--- src/rtl/alu2_acc_sequencer.sv ---
//------------------------------------------------------------------------------
// Module   : alu2_acc_sequencer
// Brief    : Command sequencer and accumulator wrapped around the alu2 datapath.
//            Optional status outputs (res_zero, res_carry) under ALU2_STATUS_EN.
// Revision : 1.0 - initial release
//------------------------------------------------------------------------------
`default_nettype none

module alu2_acc_sequencer #(
    parameter int WIDTH = 4,
    parameter int CNT_W = 4
) (
    input  logic             clk,
    input  logic             rst,
    input  logic             cmd_valid,
    output logic             cmd_ready,
    input  logic             cmd_load,
    input  logic [1:0]       cmd_op,
    input  logic [WIDTH-1:0] cmd_data,
    input  logic [CNT_W-1:0] cmd_cnt,
    output logic [WIDTH-1:0] alu_a,
    output logic [WIDTH-1:0] alu_b,
    output logic [1:0]       alu_c,
    input  logic [WIDTH-1:0] alu_f,
    output logic             res_valid,
    input  logic             res_ready,
    output logic [WIDTH-1:0] res_data
`ifdef ALU2_STATUS_EN
    ,
    output logic             res_zero,
    output logic             res_carry
`endif
);

    typedef enum logic [1:0] {
        S_IDLE = 2'd0,
        S_EXEC = 2'd1,
        S_DONE = 2'd2
    } state_t;

    state_t           r_state;
    state_t           w_state_nxt;
    logic             w_accept;
    logic [WIDTH-1:0] r_acc;
    logic [WIDTH-1:0] r_b;
    logic [1:0]       r_c;
    logic [CNT_W-1:0] r_remaining;

    always_ff @(posedge clk) begin
        if (rst) begin
            r_state <= S_IDLE;
        end else begin
            r_state <= w_state_nxt;
        end
    end

    always_comb begin
        w_state_nxt = r_state;
        cmd_ready   = 1'b0;
        res_valid   = 1'b0;
        w_accept    = 1'b0;
        case (r_state)
            S_IDLE: begin
                cmd_ready = 1'b1;
                if (cmd_valid) begin
                    w_accept    = 1'b1;
                    w_state_nxt = cmd_load ? S_DONE : S_EXEC;
                end
            end
            S_EXEC: begin
                if (r_remaining == '0) begin
                    w_state_nxt = S_DONE;
                end
            end
            S_DONE: begin
                res_valid = 1'b1;
                if (res_ready) begin
                    w_state_nxt = S_IDLE;
                end
            end
            default: begin
                w_state_nxt = S_IDLE;
            end
        endcase
    end

    // The accumulator survives across commands; only reset or a load changes it outside EXEC.
    always_ff @(posedge clk) begin
        if (rst) begin
            r_acc       <= '0;
            r_b         <= '0;
            r_c         <= 2'b00;
            r_remaining <= '0;
        end else if (w_accept) begin
            r_b         <= cmd_data;
            r_c         <= cmd_op;
            r_remaining <= cmd_cnt;
            if (cmd_load) begin
                r_acc <= cmd_data;
            end
        end else if (r_state == S_EXEC) begin
            r_acc <= alu_f;
            if (r_remaining != '0) begin
                r_remaining <= r_remaining - CNT_W'(1);
            end
        end
    end

    assign alu_a    = r_acc;
    assign alu_b    = r_b;
    assign alu_c    = r_c;
    assign res_data = r_acc;

`ifdef ALU2_STATUS_EN
    logic [WIDTH:0] w_sum;
    logic           r_carry;

    // Carry is recomputed locally because alu2 does not export its carry out.
    assign w_sum = {1'b0, r_acc} + {1'b0, r_b} + (WIDTH+1)'(r_c[0]);

    always_ff @(posedge clk) begin
        if (rst) begin
            r_carry <= 1'b0;
        end else if (w_accept) begin
            r_carry <= 1'b0;
        end else if ((r_state == S_EXEC) && !r_c[1] && w_sum[WIDTH]) begin
            r_carry <= 1'b1;
        end
    end

    assign res_zero  = (r_acc == '0);
    assign res_carry = r_carry;
`endif

endmodule

`default_nettype wire

--- config.mk ---
export PLATFORM = sky130hd
export DESIGN_NAME = alu2_acc_sequencer
export DESIGN_NICKNAME = d
export VERILOG_FILES = /design/src/rtl/alu2_acc_sequencer.sv
export SDC_FILE = /design/constraint.sdc
export NUM_CORES = 1
export LEC_CHECK = 0
export BUFFER_PORTS_ARGS = -buffer_cell sky130_fd_sc_hd__buf_2
export CAP_MARGIN = 20
export CELL_PAD_IN_SITES_DETAIL_PLACEMENT = 1
export CELL_PAD_IN_SITES_GLOBAL_PLACEMENT = 1
export CORE_MARGIN = 2
export CORE_UTILIZATION = 35
export DETAILED_ROUTE_END_ITERATION = 12
export PLACE_DENSITY = 0.9
export SETUP_SLACK_MARGIN = 0.4
export SLEW_MARGIN = 10
export SYNTH_ARGS = -nofsm -noshare
export SYNTH_HDL_FRONTEND = slang
export SYNTH_SLANG_ARGS = --single-unit
--- constraint.sdc ---
create_clock -name clk -period 2.5 [get_ports clk]
set_clock_uncertainty 0.2 [all_clocks]
set_input_delay 0.25 -clock clk [delete_from_list [all_inputs] [get_ports clk]]
set_output_delay 0.25 -clock clk [all_outputs]
set_load 0.01 [all_outputs]
==> impl_metrics.tcl <==
set metrics [dict create \
    status "complete, no violations" \
    first_pass_iters 3 \
    drv_cap 0 \
    synthToLayoutAreaGrowth_pct 24.0 \
    antenna_left 0 \
    final_cell_area_um2 1030 \
    power.sequential.fraction_pct 46.4 \
    grt_antenna_before_repair 0 \
    power_per_cell_area_nw_per_um2 644 \
    globalRouteOverflowTotal 0 \
    worst-endpoint-required_ps 2490 \
    power.share.clock_pct 26.5 \
    grt_pass1_vias 809 \
    synth_cells 100 \
    postCtsResizedCells 0 \
    htreeDepth 1 \
    worstSetupPathType "flop to flop" \
    sequential_to_total_area_share_from_yosys_stat_pct 38.7 \
    first_pass_grt_wire_length_um 3650 \
    hold_path.class "input pin to flop" \
    crit_arrival_ps 1900 \
    end_kind "flop" \
    viasPerCell 5.22 \
    seq_area_um2 320 \
    netSwitchingPower_mw 0.213 \
    drt_wl_total_um 2250 \
    final_period_utilization_pct 76.4 \
    critical_path_buf_inv_count 0 \
    dp_hpwl_um 1710 \
    core-area_um2 2230 \
    grt_setup_unrepaired "false" \
    cts.path.max_buffers 2 \
    multi_input_comb_area_um2 417 \
    fillCellCount 289 \
    starting_density_of_the_core_pct 37.1 \
    grt_start_max_net_pins 18 \
    groute.usage.overall_pct 18.0 \
    floorplan.io_pins 35 \
    vdd_ir_drop_max_mv 0.405 \
    syn_area_per_cell_um2 8.28 \
    timing.final.hold_violations 0 \
    clock.fmax_ghz 0.523 \
    worstPathCellList "or3b_1 -> nand2_1 -> a311oi_1" \
    cts_tree "built" \
    numPortBuffers 34 \
    die_h_um 52.6 \
    cts_buffers 3 \
    synth-seq-cells 16 \
    place_congestion 0.819 \
    startpoint_type "flop" \
    finalCriticalPeriod_ps 1910 \
    setup-tns-final_ps 0 \
    detailed_route_wire_length_per_cell_um 14.2 \
    cp_top_family "simple AND/OR/NAND/NOR gates" \
    timing_worst_slew_pin_value_ps 569 \
    clock_latency_ps 290 \
    slew_headroom_pct 62.0 \
    total_die_area_um2 2770 \
    yosys_synthesis_warning_count 0 \
    synth.cell_area_um2 828 \
    netlist-cell-type-count 32 \
    antenna_cells 0 \
    total_leakage_power_nw 0.466 \
    share_of_total_power_consumed_by_net_switching_pct 32.2 \
    ctsRootBufferMaster "sky130_fd_sc_hd__clkbuf_4" \
    design.final.nets 152 \
    drc 0 \
    slew_viol_final 0 \
    route.vias.total 830 \
    timing.critical_path.fanout_max 16 \
    placement_rows 17 \
    cts.sink_count 16 \
    final_layout_size_suffix_gt1_share_pct 31.3 \
    share_comb_of_total_power_pct 27.1 \
    placed_cell_area_um2 961 \
    crit_slowest_cell "sky130_fd_sc_hd__dfxtp_1" \
    floorplan.die.width_um 52.6 \
    clkTransAtPathRegs_ps 100 \
    internal_power_mw 0.448 \
    worst_path_largest_cell_delay_ps 620 \
    drt_iter0_markers 11 \
    setup_viol 0 \
    synth_fp_nets 120 \
]
## path summary, 6_finish.rpt
check | start | end | slack, ps | depth (start not counted)
min reg2reg | alu_b[2]$_SDFFE_PP0P_ | alu_b[2]$_SDFFE_PP0P_ | 270 | 2
max reg2reg | r_state[0]$_SDFFE_PP0P_ | alu_a[2]$_SDFFE_PP0P_ | 590 | 3
max | r_state[0]$_SDFFE_PP0P_ | alu_a[2]$_SDFFE_PP0P_ | 590 | 3
min | alu_f[0] | alu_a[0]$_SDFFE_PP0P_ | 30 | 3
## layout by cell type, fill, tap and decap left out, drive strengths merged
cell type and instances:
inv 5, a21o 1, or3b 2, o22ai 1
or3 1, nand2b 2, a311oi 7, or4 1
nor2b 3, dfxtp 16, a221oi 1, nand4b 1
nor3b 2, o21ai 4, dlygate4sd3 3, nand3 3
ha 1, a211oi 1, o2111ai 1, nand4 1
nor2 5, nand2 16, buf 34, nor3 2
clkbuf 4, and2 1, a21oi 11, o21bai 1
## worst register-to-register path: stages, from the launching register on
cell and delay (ps):
sky130_fd_sc_hd__dfxtp_1 620, sky130_fd_sc_hd__or3b_1 560, sky130_fd_sc_hd__nand2_1 130, sky130_fd_sc_hd__a311oi_1 310
## cell usage after synthesis
library cell | n | area, um^2
sky130_fd_sc_hd__or3b_1 | 2 | 17.5
sky130_fd_sc_hd__a21oi_1 | 11 | 55.1
sky130_fd_sc_hd__o22ai_1 | 1 | 6.26
sky130_fd_sc_hd__a221oi_1 | 1 | 8.76
sky130_fd_sc_hd__a21o_1 | 1 | 7.51
sky130_fd_sc_hd__nor3b_2 | 1 | 12.5
sky130_fd_sc_hd__clkbuf_1 | 1 | 3.75
sky130_fd_sc_hd__o21bai_1 | 1 | 7.51
sky130_fd_sc_hd__a211oi_1 | 1 | 7.51
sky130_fd_sc_hd__o21ai_0 | 4 | 20.0
sky130_fd_sc_hd__nand3_1 | 3 | 15.0
sky130_fd_sc_hd__ha_1 | 1 | 12.5
sky130_fd_sc_hd__o2111ai_1 | 1 | 8.76
sky130_fd_sc_hd__nand2b_4 | 1 | 13.8
sky130_fd_sc_hd__or3_1 | 1 | 6.26
sky130_fd_sc_hd__inv_1 | 5 | 18.8
sky130_fd_sc_hd__buf_2 | 1 | 5.00
sky130_fd_sc_hd__nand4_1 | 1 | 6.26
sky130_fd_sc_hd__a311oi_1 | 6 | 52.6
sky130_fd_sc_hd__and2_1 | 1 | 6.26
sky130_fd_sc_hd__dfxtp_1 | 16 | 320
sky130_fd_sc_hd__or4_1 | 1 | 7.51
sky130_fd_sc_hd__a311oi_2 | 1 | 15.0
sky130_fd_sc_hd__nand2b_1 | 1 | 6.26
sky130_fd_sc_hd__buf_6 | 1 | 11.3
sky130_fd_sc_hd__nor2b_1 | 3 | 18.8
sky130_fd_sc_hd__nor3_1 | 2 | 10.0
sky130_fd_sc_hd__nand4b_1 | 1 | 8.76
sky130_fd_sc_hd__nor3b_1 | 1 | 7.51
sky130_fd_sc_hd__buf_4 | 7 | 52.6
sky130_fd_sc_hd__nor2_1 | 5 | 18.8
sky130_fd_sc_hd__nand2_1 | 16 | 60.1
## per-layer routing
metal,track usage (%),vias to the layer above,routed length [um]
li1,-,415,-
met1,22.2,389,999
met2,30.4,22,1140
met3,3.14,4,89
met4,7.69,0,20
met5,0,-,0
## cells by family after synthesis
group | count (synthesis) | synth area share (%)
adder cells (fa/ha/maj) | 1 | 1.51
AND/OR/NAND/NOR | 40 | 26.0
buffers and inverters | 15 | 11.0
flip-flops | 16 | 38.7
AO/OA/AOI/OAI | 28 | 22.8
## power groups by stage
stage               combinational, mW  sequential (mW)  clock [mW]
floorplan                       0.129            0.310           0
global placement                0.167            0.310           0
detailed placement              0.176            0.312           0
CTS                             0.182            0.307       0.181
global route                    0.200            0.313       0.197
finish                          0.179            0.307       0.175
## state kept, by name, indices dropped and copies added, names as in the netlist
register     cells
alu_a            4
alu_b            4
r_remaining      4
alu_c            2
r_state          2
## repair_timing
action	CTS	global route
endpoints found under the setup margin	0	0
hold endpoints to repair	3	0
hold buffers	3	0
buffers inserted	0	0
## cell type report
| class | count | area share, % |
|---|---|---|
| clock buffer | 4 | 3.53 |
| tap | 28 | 3.41 |
| multi-input combinational | 69 | 40.6 |
| inverter | 5 | 1.83 |
| sequential | 16 | 31.2 |
| timing repair buffer | 37 | 19.5 |
## metrics by stage
| step | setup slack, ps | util (%) | hold slack [ps] | instances | power (mW) |
|---|---|---|---|---|---|
| after floorplan | 897 | - | 186 | 100 | 0.438 |
| after global placement | 783 | 43.0 | 247 | 152 | 0.478 |
| after detailed placement | 610 | 43.0 | 251 | 152 | 0.489 |
| after CTS | 577 | 46.0 | 18.9 | 159 | 0.670 |
| after global routing | 417 | 46.0 | 19.0 | 159 | 0.710 |
| final | 589 | 46.0 | 33.2 | 159 | 0.661 |
(Power assumes the default switching activity.)
